[src/rtl/hist_ram_pkg.sv]
// -----------------------------------------------------------------------------
// hist_ram_pkg
//   Shared types and defaults for the pipelined histogram RAM.
//   - hist_state_t : control FSM states (IDLE, DRAIN, CLEAR)
//   - hist_stage_t : one increment-pipeline stage (valid + bin index)
//   - default ADDR_W / CNT_W values used by hist_ram_pipe
//   Stage addresses are stored at HIST_ADDR_W_MAX bits so the struct can be
//   shared by any ADDR_W up to that width; only the low ADDR_W bits are used.
// -----------------------------------------------------------------------------
package hist_ram_pkg;

    localparam int HIST_ADDR_W_DEF = 5;
    localparam int HIST_CNT_W_DEF  = 16;
    localparam int HIST_ADDR_W_MAX = 16;

    typedef enum logic [1:0] {
        IDLE  = 2'd0,
        DRAIN = 2'd1,
        CLEAR = 2'd2
    } hist_state_t;

    typedef struct packed {
        logic                       valid;
        logic [HIST_ADDR_W_MAX-1:0] addr;
    } hist_stage_t;

endpackage

[src/rtl/hist_ram_mem.sv]
// -----------------------------------------------------------------------------
// hist_ram_mem
//   Bin storage: register array, one write port and two registered read ports.
//   No reset; contents are defined by the clear engine in hist_ram_pipe.
//   Ports:
//     clk        clock
//     we/waddr/wdata        write port (increment commit or clear)
//     inc_raddr/inc_rdata   increment read port, read-before-write
//     rd_raddr/rd_rdata     readout port, write-through: a write landing in
//                           the same cycle as the read is returned, so the
//                           readout sees every commit up to its read edge
// -----------------------------------------------------------------------------
module hist_ram_mem
    import hist_ram_pkg::*;
#(
    parameter int ADDR_W = HIST_ADDR_W_DEF,
    parameter int CNT_W  = HIST_CNT_W_DEF
) (
    input  logic              clk,
    input  logic              we,
    input  logic [ADDR_W-1:0] waddr,
    input  logic [CNT_W-1:0]  wdata,
    input  logic [ADDR_W-1:0] inc_raddr,
    output logic [CNT_W-1:0]  inc_rdata,
    input  logic [ADDR_W-1:0] rd_raddr,
    output logic [CNT_W-1:0]  rd_rdata
);

    localparam int NBINS = 1 << ADDR_W;

    logic [CNT_W-1:0] mem_q [NBINS];
    logic [CNT_W-1:0] inc_rdata_q;
    logic [CNT_W-1:0] rd_rdata_q;

    // Array write plus both synchronous read ports.
    always_ff @(posedge clk) begin
        if (we) begin
            mem_q[waddr] <= wdata;
        end
        inc_rdata_q <= mem_q[inc_raddr];
        if (we && (waddr == rd_raddr)) begin
            rd_rdata_q <= wdata;
        end else begin
            rd_rdata_q <= mem_q[rd_raddr];
        end
    end

    assign inc_rdata = inc_rdata_q;
    assign rd_rdata  = rd_rdata_q;

endmodule

[src/rtl/hist_ram_pipe.sv]
// -----------------------------------------------------------------------------
// hist_ram_pipe
//   Pipelined histogram RAM. Every accepted increment adds 1 to bin[inc_addr]
//   by read-modify-write at one request per cycle, with S2->S1 forwarding so
//   back-to-back hits on one bin never stall. Separate readout port and a
//   self-timed clear engine (also run automatically after reset).
//   Pipe: S0 accept -> S1 read bin -> S2 add 1 and write.
//   Optional feature macro: HIST_SAT_EN (bins saturate instead of wrapping).
//   Ports:
//     clk, rst                 clock, asynchronous active-high reset
//     inc_en/inc_addr          increment request, accepted when inc_ready
//     inc_ready                low while draining or clearing
//     rd_en/rd_addr            readout request
//     rd_valid/rd_data         result two cycles after rd_en; rd_data holds
//     clr_start                pulse to clear all bins (ignored while busy)
//     clr_busy                 drain/clear in progress
// -----------------------------------------------------------------------------
module hist_ram_pipe
    import hist_ram_pkg::*;
#(
    parameter int ADDR_W = HIST_ADDR_W_DEF,
    parameter int CNT_W  = HIST_CNT_W_DEF
) (
    input  logic              clk,
    input  logic              rst,
    input  logic              inc_en,
    input  logic [ADDR_W-1:0] inc_addr,
    output logic              inc_ready,
    input  logic              rd_en,
    input  logic [ADDR_W-1:0] rd_addr,
    output logic              rd_valid,
    output logic [CNT_W-1:0]  rd_data,
    input  logic              clr_start,
    output logic              clr_busy
);

    hist_state_t      state_q, state_d;
    logic [ADDR_W-1:0] ptr_q, ptr_d;
    logic             busy_q, busy_d;
    logic             ready_q, ready_d;
    hist_stage_t      s1_q, s1_d;
    hist_stage_t      s2_q, s2_d;
    logic             fwd_q, fwd_d;
    logic [CNT_W-1:0] fwd_val_q, fwd_val_d;
    logic             rd_v1_q, rd_v1_d;
    logic             rd_valid_q, rd_valid_d;
    logic [CNT_W-1:0] rd_data_q, rd_data_d;

    logic             we_s;
    logic [ADDR_W-1:0] waddr_s;
    logic [CNT_W-1:0] wdata_s;
    logic [CNT_W-1:0] inc_rdata_s;
    logic [CNT_W-1:0] rd_rdata_s;
    logic [CNT_W-1:0] base_s;
    logic [CNT_W-1:0] new_s;

    // Bin update rule: wrap by default, hold at all-ones with HIST_SAT_EN.
    function automatic logic [CNT_W-1:0] bin_inc(input logic [CNT_W-1:0] v);
`ifdef HIST_SAT_EN
        bin_inc = (v == {CNT_W{1'b1}}) ? v : v + CNT_W'(1);
`else
        bin_inc = v + CNT_W'(1);
`endif
    endfunction

    hist_ram_mem #(
        .ADDR_W (ADDR_W),
        .CNT_W  (CNT_W)
    ) u_mem (
        .clk       (clk),
        .we        (we_s),
        .waddr     (waddr_s),
        .wdata     (wdata_s),
        .inc_raddr (s1_q.addr[ADDR_W-1:0]),
        .inc_rdata (inc_rdata_s),
        .rd_raddr  (rd_addr),
        .rd_rdata  (rd_rdata_s)
    );

    // Increment pipeline, forwarding, write-port mux and readout pipeline.
    always_comb begin
        s1_d.valid = inc_en && ready_q;
        s1_d.addr  = HIST_ADDR_W_MAX'(inc_addr);
        s2_d       = s1_q;
        // S1's array read misses S2's same-cycle write; carry S2's result along.
        base_s     = fwd_q ? fwd_val_q : inc_rdata_s;
        new_s      = bin_inc(base_s);
        fwd_d      = s1_q.valid && s2_q.valid && (s1_q.addr == s2_q.addr);
        fwd_val_d  = new_s;
        // The pipeline is always empty in CLEAR, so the two writers never collide.
        if (state_q == CLEAR) begin
            we_s    = 1'b1;
            waddr_s = ptr_q;
            wdata_s = {CNT_W{1'b0}};
        end else begin
            we_s    = s2_q.valid;
            waddr_s = s2_q.addr[ADDR_W-1:0];
            wdata_s = new_s;
        end
        rd_v1_d    = rd_en;
        rd_valid_d = rd_v1_q;
        if (rd_v1_q) begin
            rd_data_d = rd_rdata_s;
        end else begin
            rd_data_d = rd_data_q;
        end
    end

    // Clear-control FSM next state; DRAIN leaves once S1 is empty because
    // S2's final write lands on the same edge that enters CLEAR.
    always_comb begin
        state_d = state_q;
        ptr_d   = ptr_q;
        case (state_q)
            IDLE: begin
                if (clr_start) begin
                    state_d = DRAIN;
                end else begin
                    state_d = IDLE;
                end
            end
            DRAIN: begin
                ptr_d = {ADDR_W{1'b0}};
                if (!s1_q.valid) begin
                    state_d = CLEAR;
                end else begin
                    state_d = DRAIN;
                end
            end
            CLEAR: begin
                ptr_d = ptr_q + ADDR_W'(1);
                if (ptr_q == {ADDR_W{1'b1}}) begin
                    state_d = IDLE;
                end else begin
                    state_d = CLEAR;
                end
            end
            default: begin
                state_d = CLEAR;
                ptr_d   = {ADDR_W{1'b0}};
            end
        endcase
        busy_d  = (state_d != IDLE);
        ready_d = (state_d == IDLE);
    end

    // State registers; reset aborts the pipeline and restarts the clear.
    always_ff @(posedge clk or posedge rst) begin
        if (rst) begin
            state_q    <= CLEAR;
            ptr_q      <= {ADDR_W{1'b0}};
            busy_q     <= 1'b1;
            ready_q    <= 1'b0;
            s1_q       <= '0;
            s2_q       <= '0;
            fwd_q      <= 1'b0;
            fwd_val_q  <= {CNT_W{1'b0}};
            rd_v1_q    <= 1'b0;
            rd_valid_q <= 1'b0;
            rd_data_q  <= {CNT_W{1'b0}};
        end else begin
            state_q    <= state_d;
            ptr_q      <= ptr_d;
            busy_q     <= busy_d;
            ready_q    <= ready_d;
            s1_q       <= s1_d;
            s2_q       <= s2_d;
            fwd_q      <= fwd_d;
            fwd_val_q  <= fwd_val_d;
            rd_v1_q    <= rd_v1_d;
            rd_valid_q <= rd_valid_d;
            rd_data_q  <= rd_data_d;
        end
    end

    assign inc_ready = ready_q;
    assign clr_busy  = busy_q;
    assign rd_valid  = rd_valid_q;
    assign rd_data   = rd_data_q;

endmodule
[config.mk]
export PLATFORM = sky130hd
export DESIGN_NAME = hist_ram_pipe
export DESIGN_NICKNAME = d
export VERILOG_FILES = /design/src/rtl/hist_ram_pkg.sv /design/src/rtl/hist_ram_mem.sv /design/src/rtl/hist_ram_pipe.sv
export SDC_FILE = /design/constraint.sdc
export NUM_CORES = 1
export LEC_CHECK = 0
export CORE_ASPECT_RATIO = 1.75
export CORE_MARGIN = 2
export CORE_UTILIZATION = 62
export CTS_CLUSTER_SIZE = 40
export DETAILED_ROUTE_END_ITERATION = 8
export PLACE_DENSITY = 0.84
export SLEW_MARGIN = 10
export SYNTH_ARGS = -nofsm -noshare
export SYNTH_HDL_FRONTEND = slang
export SYNTH_SLANG_ARGS = --single-unit
[constraint.sdc]
create_clock -name clk -period 10.64 [get_ports clk]
set_input_delay 2.128 -clock clk [delete_from_list [all_inputs] [get_ports clk]]
set_output_delay 2.128 -clock clk [all_outputs]
set_load 0.005 [all_outputs]
==> results of run 1 <==
[state kept, by name (all words and copies together) (netlist names), 2 cells and up, named ones only]
name,count
fwd_val_q,16
ptr_q,5
rd_data,16
s1_q,6
s2_q,6
state_q,2
u_mem.inc_rdata,16
u_mem.mem_q,512
[power by group through the flow]
stage | Clock [mW] | Combinational [mW] | Sequential [mW]
floorplan | 0 | 0.639 | 3.08
global placement | 0 | 1.02 | 3.13
detailed placement | 0 | 1.06 | 3.16
CTS | 1.92 | 1.07 | 3.11
global route | 1.99 | 1.13 | 3.14
finish | 1.92 | 1.08 | 3.12
[synthesized netlist by cell type (2+ instances only)]
cell,number
clkbuf_1,52
buf_2,40
inv_1,8
nand4b_1,2
buf_4,3
nand3b_1,10
buf_1,16
dfrtp_1,54
o32a_1,2
nor4_1,16
dfxtp_1,21
edfxtp_1,512
nand2_1,25
nand4_1,3
and3_1,3
and2_1,15
a32oi_1,2
nor2_1,42
ha_1,3
or2_2,2
dfstp_2,2
nand2b_1,4
nor3_1,2
xor2_1,11
a221oi_1,3
mux2_2,35
nand3_1,10
o21ai_0,5
a22oi_1,128
xnor2_1,10
a21oi_1,68
mux4_2,160
nor2b_1,5
mux2i_1,273
[per-stage QoR]
| step | hold slack (ps) | utilization (%) | setup slack [ps] | power (mW) | instances |
|---|---|---|---|---|---|
| 3_5_place_dp | 443 | 65.3 | 6980 | 4.21 | 2076 |
| 2_1_floorplan | 352 | - | 7140 | 3.72 | 1553 |
| 3_3_place_gp | 411 | 65.3 | 7100 | 4.15 | 2076 |
| 4_1_cts | 462 | 69.3 | 6840 | 6.10 | 2168 |
| 5_1_grt | 485 | 69.3 | 6700 | 6.26 | 2168 |
| 6_report | 459 | 69.3 | 6760 | 6.12 | 2168 |
[layout make-up]
| class | count | area, um^2 | area share [%] |
|---|---|---|---|
| clock buffers | 70 | 1410 | 4.76 |
| clock inverters | 22 | 293 | 0.990 |
| inverters | 8 | 30.0 | 0.102 |
| multi-input cells | 845 | 9300 | 31.4 |
| flip-flops and latches | 589 | 17200 | 58.2 |
| well taps | 561 | 702 | 2.37 |
| repair buffers | 73 | 631 | 2.13 |
[cells by family after synthesis]
logic type | synth area share, %
simple gates | 2.65
compound gates | 5.34
mux | 25.1
buf+inv | 1.90
flops | 64.2
xor+xnor | 0.686
fa+ha+maj | 0.140
[metal layers]
metal  GRT usage, %  up-vias  wire length (um)
li1               -     6404                 -
met1           38.2     8157             23400
met2           56.1     1148             37300
met3           5.96      348              6630
met4           24.0        0              6350
met5              0        -                 0
[worst min path at each step]
| stage | start | endpoint | cells past startpoint |
|---|---|---|---|
| final | s1_q[16] | s2_q[16] | 0 |
| after global routing | s1_q[16] | s2_q[16] | 0 |
| after CTS | s1_q[16] | s2_q[16] | 0 |
| after detailed placement | s1_q[16] | s2_q[16] | 0 |
| after global placement | s1_q[16] | s2_q[16] | 0 |
| after floorplan | s1_q[2] | s2_q[2] | 0 |
[cell usage in the layout, fill, tap and decap left out, types with 20 or more instances in the layout]
cell type / instances
a21oi_1: 68
a22oi_1: 128
buf_4: 40
clkbuf_16: 51
clkdlybuf4s50_1: 33
dfrtp_1: 50
dfxtp_1: 20
edfxtp_1: 512
mux2_2: 35
mux2i_1: 273
mux4_2: 160
nand2_1: 25
==> run_results.csv, run 1 <==
group,metric,value,unit
status,status,"completed",
worst_setup_path,start_kind,"flip-flop",
worst_setup_path,ff2ff_setup_slack,6870,ps
worst_setup_path,slowest_stage,"clkdlybuf4s50_1",
logic_synthesis,yosysWarnings,0,
final_layout,fillers,2556,
sta,finalCritPeriodShare,36.5,%
sta,final-hold-violation-count,0,
clock_tree,clkTransAtPathRegs,80,ps
sta,post-route-min-period,3880,ps
sta,slew_headroom,20.6,%
worst_setup_path,cp_data_required_time,8510,ps
grt,track_usage,33.2,%
grt,grt_overflow,0,
job,maxCapViolCount,0,
power_and_ir_drop,p_seq_share,51.0,%
placed_design,dp_hpwl,41500,um
floorplan,fp.dieW,161,um
worst_setup_path,worstPathCellList,"clkdlybuf4s50_1",
routing,drc,0,
logic_synthesis,yosys_register_bits,589,
logic_synthesis,syn_area_per_cell,17.3,um^2
worst_setup_path,cp-endpoint,"rd_data[5]",
placed_design,dpl-instance-area,0.0279,mm^2
clock_tree,post_cts_resized,0,
final_layout,antennaDiodeCount,0,
power_and_ir_drop,intPower,4.40,mW
worst_setup_path,cp_num_cells,1,
worst_setup_path,rr_worst_depth,8,
routing,vias,16100,
logic_synthesis,seq_area_frac_synth,64.2,%
worst_setup_path,crit_start,"rd_data[5]",
logic_synthesis,synth.top_cells.by_area,"edfxtp_1 57%, mux4_2 13%, mux2i_1 10%",
routing,drt-vias-per-instance,7.41,
power_and_ir_drop,pwr-share-clk,31.3,%
floorplan,rows,100,
routing,ant_nets,0,
logic_synthesis,netlist_instances,1553,
logic_synthesis,netlist.area_leader.share,57.4,%
floorplan,die_h,279,um
final_layout,final_layout_size_suffix_gt1_share,22.5,%
logic_synthesis,synth_area,0.0268,mm^2
power_and_ir_drop,switching_share,28.2,%
final_layout,fin_area,0.0296,mm^2
worst_setup_path,crit_type,"flip-flop to output pin",
sta,skew,17.8,ps
clock_tree,cts.sinks,589,
clock_tree,clock-root-buffer,"clkbuf_16",
worst_setup_path,critical_path.max_fanout,2,
power_and_ir_drop,power_switching,1.72,mW
power_and_ir_drop,pwr-share-comb,17.7,%
sta,worst_pin_slew,1190,ps
worst_hold_path,hp-class,"flip-flop to flip-flop",
worst_setup_path,cp_num_buf_inv,1,
sta,rsz0062_at_grt,"false",
routing,drtIter0Drc,1846,
routing,wl,73700,um
worst_setup_path,cp-end-kind,"output pin",
logic_synthesis,synth_cell_types,40,
worst_setup_path,timing.rr.start,"fwd_q",
final_layout,nets,1584,
clock_tree,numCtsBuffers,49,
floorplan,dieArea,0.0450,mm^2
power_and_ir_drop,leakagePower,10.1,nW
logic_synthesis,synth-edff-count,512,
clock_tree,cts_hold_buf,0,
power_and_ir_drop,peakVddDrop,0.000141,V
clock_tree,clock_latency,590,ps
clock_tree,max-clock-path-buffers,3,
clock_tree,cts_setup_buffers,0,
grt,grt_max_degree,67,
worst_setup_path,crit_family,"buffers and inverters",
clock_tree,tritoncts,"built",
sta,setup_viol,0,
logic_synthesis,yosysTopAreaCell,"edfxtp_1",
routing,drt-pass1-iter-count,6,
placed_design,place_congestion,0.845,
sta,fmax,258,MHz
grt,grt_pass1_vias,16600,
power_and_ir_drop,power_density,207,mW/mm^2
placed_design,portBuffers,33,
logic_synthesis,yosys_most_used_dff,"edfxtp_1",
worst_setup_path,max_stage_delay,640,ps
logic_synthesis,synth-async-reset-ratio,9.51,%
worst_setup_path,crit_arrival,1750,ps
grt,grt_pass1_wl,107000,um
clock_tree,h-tree-depth,2,
routing,routedWlPerCell,34.0,um
floorplan,start_util,62.8,%
final_layout,syn_to_final_growth,10.4,%
logic_synthesis,synth_nets,1571,
grt,grt_antenna_before_repair,0,
sta,tns,0,ps
floorplan,coreArea,0.0427,mm^2
worst_setup_path,r2r-end,"u_mem.mem_q[4][8]",
sta,slew_viol_final,0,
floorplan,ioPinCount,34,
Power figures use the tool's default switching activity.
==> inputs of run 2 (changes only) <==
CORE_UTILIZATION = 57   (was 62)
PLACE_DENSITY = 0.81   (was 0.84)
clock period = 3.2 ns   (was 10.64 ns; I/O delays follow)
==> run 2 against run 1 <==
  * Clock power grew to 3.3 times the previous value
  * Non-clock buffer count rose by 77
  * Worst setup slack got worse by 6600 ps
  * Sequential share of layout area shrank 1.6 points
  * Cell area grew 2.9%
  * Via count rose by 2.7%
  * Total power rose to 3.4 times the previous value
  * Hold slack worse by 46 ps
  * Sequential cell count stayed put
  * Combinational power increased to 3.6 times the previous value
  * Largest cell class unchanged
  * Largest power group unchanged
  * Highest routed layer is now met5
==> run_results.csv, run 2 (synthesis gave the netlist of run 1 again) <==
group,metric,value,unit
status,status,"completed",
grt,grt_antenna_before_repair,1,
final_layout,antennaDiodeCount,0,
floorplan,dieArea,0.0488,mm^2
worst_setup_path,crit_type,"flip-flop to flip-flop",
sta,rsz0062_at_grt,"false",
power_and_ir_drop,peakVddDrop,0.000557,V
sta,post-route-min-period,3030,ps
routing,drtIter0Drc,2171,
worst_hold_path,hp-class,"input pin to async pin",
sta,hold_slack,413,ps
sta,fmax,330,MHz
clock_tree,tritoncts,"built",
final_layout,top_register,"u_mem.mem_q",
sta,worst_pin_slew,1210,ps
worst_setup_path,cp-end-kind,"flip-flop",
floorplan,rows,105,
placed_design,place_congestion,0.936,
grt,track_usage,32.1,%
grt,grt_overflow,0,
final_layout,nets,1661,
clock_tree,cts.sinks,589,
worst_setup_path,critical_path.max_fanout,32,
grt,grt_pass1_wl,112000,um
final_layout,final_layout_size_suffix_gt1_share,25.9,%
clock_tree,numCtsBuffers,49,
final_layout,largest_reg_flops,512,
placed_design,dpl-instance-area,0.0287,mm^2
final_layout,syn_to_final_growth,13.5,%
sta,tns,0,ps
sta,slew_viol_final,0,
sta,final-hold-violation-count,0,
grt,met3_usage,6.58,%
final_layout,multi_input_area,0.00921,mm^2
placed_design,dp_hpwl,48100,um
power_and_ir_drop,power_density,678,mW/mm^2
routing,vias,16500,
grt,grt_max_degree,67,
sta,finalCritPeriodShare,94.6,%
routing,routedWlPerCell,34.3,um
placed_design,place_ws,279,ps
final_layout,fin_area,0.0304,mm^2
grt,grt_pass1_vias,17200,
clock_tree,max-clock-path-buffers,3,
job,maxCapViolCount,0,
clock_tree,h-tree-depth,2,
sta,slew_headroom,19.1,%
worst_setup_path,cp_data_required_time,3420,ps
clock_tree,clock-root-buffer,"clkbuf_16",
power_and_ir_drop,leakagePower,10.6,nW
grt,use_met2,55.0,%
floorplan,coreArea,0.0466,mm^2
routing,drt-vias-per-instance,7.26,
final_layout,final_common_cell,"edfxtp_1",
sta,finalWorstSetupSlack,174,ps
final_layout,seqCellArea,0.0172,mm^2
floorplan,die_h,291,um
grt,met1_usage,36.0,%
clock_tree,clock_latency,590,ps
routing,ant_nets,0,
placed_design,portBuffers,33,
routing,drt-pass1-iter-count,6,
grt,busiest_layer,"met2",
floorplan,start_util,57.5,%
worst_setup_path,crit_arrival,3250,ps
sta,setup_viol,0,
final_layout,mostFrequentLayoutCells,"512 x edfxtp_1, 273 x mux2i_1, 160 x mux4_2",
clock_tree,clkTransAtPathRegs,70,ps
floorplan,fp.dieW,168,um
floorplan,ioPinCount,34,
routing,wl,77900,um
routing,drc,0,
final_layout,fillers,3014,
worst_setup_path,start_kind,"flip-flop",
sta,skew,25.6,ps
[run 2: cell types whose count changed in the layout (fill, tap and decap cells not counted), sizes merged]
| cell | change |
|---|---|
| inv | -5 |
| bufinv | +3 |
| clkinv | +7 |
| clkinvlp | +2 |
| buf | +77 |
| clkbuf | -7 |
[run 2: where the power goes]
part	switching, mW	internal, mW
clock	2.75	3.68
sequential	0.566	9.80
combinational	2.43	1.41
[run 2: cell type report]
| type | instances | area share [%] |
|---|---|---|
| sequential | 589 | 56.6 |
| timing repair buffer | 150 | 5.04 |
| tap | 588 | 2.42 |
| clock buffer | 63 | 4.37 |
| clock inverter | 29 | 1.24 |
| inverter | 8 | 0.0987 |
| multi-input combinational | 845 | 30.3 |
[run 2: layer usage]
layer,share of wire [%],vias up
met4,8.0,2
met5,0.017,-
li1,-,6543
met2,51,1211
met1,32,8399
met3,9.5,343
[run 2: final timing paths]
path	startpoint	to	slack, ps	depth (start not counted)
worst max-delay path	fwd_q	u_mem.mem_q[5][10]	170	7
worst min-delay path	rst	rd_data[0]	410	3
worst max register to register	fwd_q	u_mem.mem_q[5][10]	170	7
worst min register to register	rd_data[6]	rd_data[6]	510	1
max in group asynchronous	rst	rd_data[12]	2410	3
min in group clk	rd_addr[1]	flip-flop	480	1
[run 2: worst max-delay path, stage by stage (launching register included)]
cell and delay [ps]:
dfrtp_1 400, buf_4 240, nand3b_1 230, a221oi_1 310, buf_4 200, nand3_1 100, xor2_1 240, and2_1 920
[run 2: stage by stage]
step / power (mW) / cells / utilization [%]
detailed placement: 14.2 / 2180 / 61.6
floorplan: 12.4 / 1553 / -
global route: 21.1 / 2272 / 65.3
global placement: 14.0 / 2180 / 61.6
finish: 20.6 / 2272 / 65.3
CTS: 20.6 / 2272 / 65.2
[run 2: what timing repair did]
item / in CTS / in global routing
endpoints found under the hold margin: 0 / 0
setup buffers: 0 / 0
hold buffers: 0 / 0
gates resized for setup: 0 / 1
endpoints found under the setup margin: 0 / 26
==> patch: new RTL, settings of run 1 <==
The 3 states of `hist_state_t` get a one-hot encoding in 3 bits.
--- a/src/rtl/hist_ram_pkg.sv
+++ b/src/rtl/hist_ram_pkg.sv
@@ -14,8 +14,8 @@
     localparam int HIST_ADDR_W_MAX = 16;
 
-    typedef enum logic [1:0] {
-        IDLE  = 2'd0,
-        DRAIN = 2'd1,
-        CLEAR = 2'd2
+    typedef enum logic [2:0] {
+        IDLE  = 3'b001,
+        DRAIN = 3'b010,
+        CLEAR = 3'b100
     } hist_state_t;
 
Formal check against the unedited RTL: same outputs for any inputs over 10 cycles, from zero or initial values and one cycle with rst high; not proved beyond that.
==> patch against run 1 <==
Final area rose by 0.85%; wire length rose by 2.1%; count of clock-buffer cells in the layout fell by 11; largest power group unchanged; power fell by 3.1%; maximum frequency fell by 5.9%; register-to-register slack got worse by 350 ps; combinational power fell by 8%; synthesized cell count barely moved; cell count rose by 1.0%; synthesized area rose by 0.25%; clock skew rose by 16 ps; setup slack got worse by 240 ps; sequential cell count rose by 1; worst hold slack improved by 22 ps.
==> patch: results (changes against run 1) <==
- Status: completed
- Type of the worst setup path: reg2reg
- Drt first-iter violations: 2294 (+24%)
- Post-synth cell types: 39 (-2.5%)
- Clk pin slew, worst setup/hold paths: 70 ps
- Leakage power: 10.58 nW (+4.4%)
- Post-synth EDFFs: 512 (unchanged)
- Worst path top cell family by delay: simple AND/OR/NAND/NOR gates
- Max layer used: met4
- Worst-Skew Late Latency: around 600 ps
- Clock buffer count from CTS: 51 (+4.1%)
- Max incr delay on CP: 1090 ps (+450 ps)
- Initial antenna violation count: 0 (unchanged)
- Fraction of layout cells with a size suffix above 1: 24.00% (+1.5 points)
- Flop-to-flop setup slack: 6520 ps (-350 ps)
- Highest ir drop seen on vdd: 159.7 uV (+13%)
- Port bufs: 33 (unchanged)
- Ant. Diodes: 0 (unchanged)
- DRT met1 WL: 23180 um (-0.95%)
- Worst slew pin tran: 1314 ps (+123.2 ps)
- Vias per Instance: 7.445 (+0.52%)
- Total wire length: 75240 um (+2.1%)
- Hpwl dp: 42210 um (+1.7%)
- Worst r2r src: fwd_q
- Global-route wire length before repair: 107900 um (+0.59%)
- Reg with most FFs: u_mem.mem_q
- Register-to-Register Path Depth: 7 (-1)
- CP max-delay cell: dfrtp_1
- FILL cells: 2546 (-0.39%)
- Synth top area cells: edfxtp_1 (57%), mux4_2 (13%), mux2i_1 (10%), dfrtp_1 (5.1%), a22oi_1 (3.7%)
- Seq/Total Area, Yosys: 64.11% (-0.065 points)
- Post-synth ARST share: 9.661% (+0.15 points)
- Routability cong.: 0.8577 (+1.5%)
- Arr. time, crit path: 4330 ps (+2580 ps)
- Largest net degree at the start of global routing: 101 (+51%)
- Post-synth top cells: edfxtp_1 (512), mux2i_1 (274), mux4_2 (160)
- Met3 WL post-DR: 7472 um (+13%)
- Setup WS pre-CTS: 6615 ps (-362.1 ps)
- Number of max-cap violations: 0 (unchanged)
- Routed wl met2: 36600 um (-1.9%)
- Total global-route track usage: 33.44% (+0.22 points)
- Highest Clock Rate: 0.2426 GHz (-5.9%)
- Root buffer cell: clkbuf_16
- Final Skew: 33.71 ps (+15.86 ps)
- Syn. warnings: 0 (unchanged)
- Clock Tree Buf Depth: 3 (unchanged)
- Crit path to: u_mem.mem_q[14][14]
- Vias in the first global route: 16880 (+1.6%)
- Drt pass-1 iters: 5 (-1)
- Post-CTS setup buffer count: 0 (unchanged)
- Critical-path maximum fanout: 32 (+30)
patch: cell count changes in the layout (fill, tap and decap cells not counted), sizes merged, moves of 7 or more:
cell,run 1,this run
nand2,25,15
clkbuf,70,59
and2,15,3
a21boi,0,7
clkinv,9,24
buf,40,56
nor2b,5,16
patch: worst min-delay path by stage:
| stage | start | depth (start not counted) | slack (ps) | to |
|---|---|---|---|---|
| floorplan | s1_q[2] | 0 | 350 | s2_q[2] |
| global placement | s1_q[16] | 0 | 450 | s2_q[16] |
| detailed placement | s1_q[16] | 0 | 440 | s2_q[16] |
| CTS | s1_q[16] | 0 | 470 | s2_q[16] |
| global route | s1_q[16] | 0 | 490 | s2_q[16] |
| finish | s1_q[16] | 0 | 480 | s2_q[16] |
patch: cell type report:
class	count	area, um^2	share of cell area (%)
clock buffers	59	1369	4.589
inverters	6	22.52	0.07551
well taps	561	701.9	2.353
flip-flops and latches	590	17240	57.79
clock inverters	37	397.9	1.334
repair buffers	89	775.7	2.601
multi-input cells	848	9323	31.26
patch: cell families after synthesis:
group | Yosys count | synth area share, %
compound gates | 218 | 5.407
xor+xnor | 22 | 0.7172
fa+ha+maj | 3 | 0.1397
buf+inv | 116 | 1.942
flops | 590 | 64.11
mux | 469 | 25.09
simple gates | 136 | 2.599
patch: layer usage:
| layer | global-route usage (%) | vias to the layer above |
|---|---|---|
| met1 | 38.47 | 8208 |
| met2 | 53.87 | 1303 |
| met4 | 28.91 | 0 |
| li1 | - | 6432 |
| met3 | 6.278 | 362 |
| met5 | 0 | - |
patch: where the power goes:
part | switching [W] | internal [W]
clock network | 0.000850 | 0.00112
logic | 0.000637 | 0.000354
registers | 0.000141 | 0.00283
patch: metrics by stage:
stage	util, %	power [W]	area, um^2	cells	hold slack [ps]
floorplan	-	0.003526	26870	1554	351.9
detailed placement	65.67	0.003964	28020	2094	443.5
CTS	69.81	0.005908	29780	2190	472.0
global placement	65.67	0.003909	28020	2094	445.6
global route	69.91	0.006076	29830	2190	485.4
finish	69.91	0.005931	29830	2190	481.1
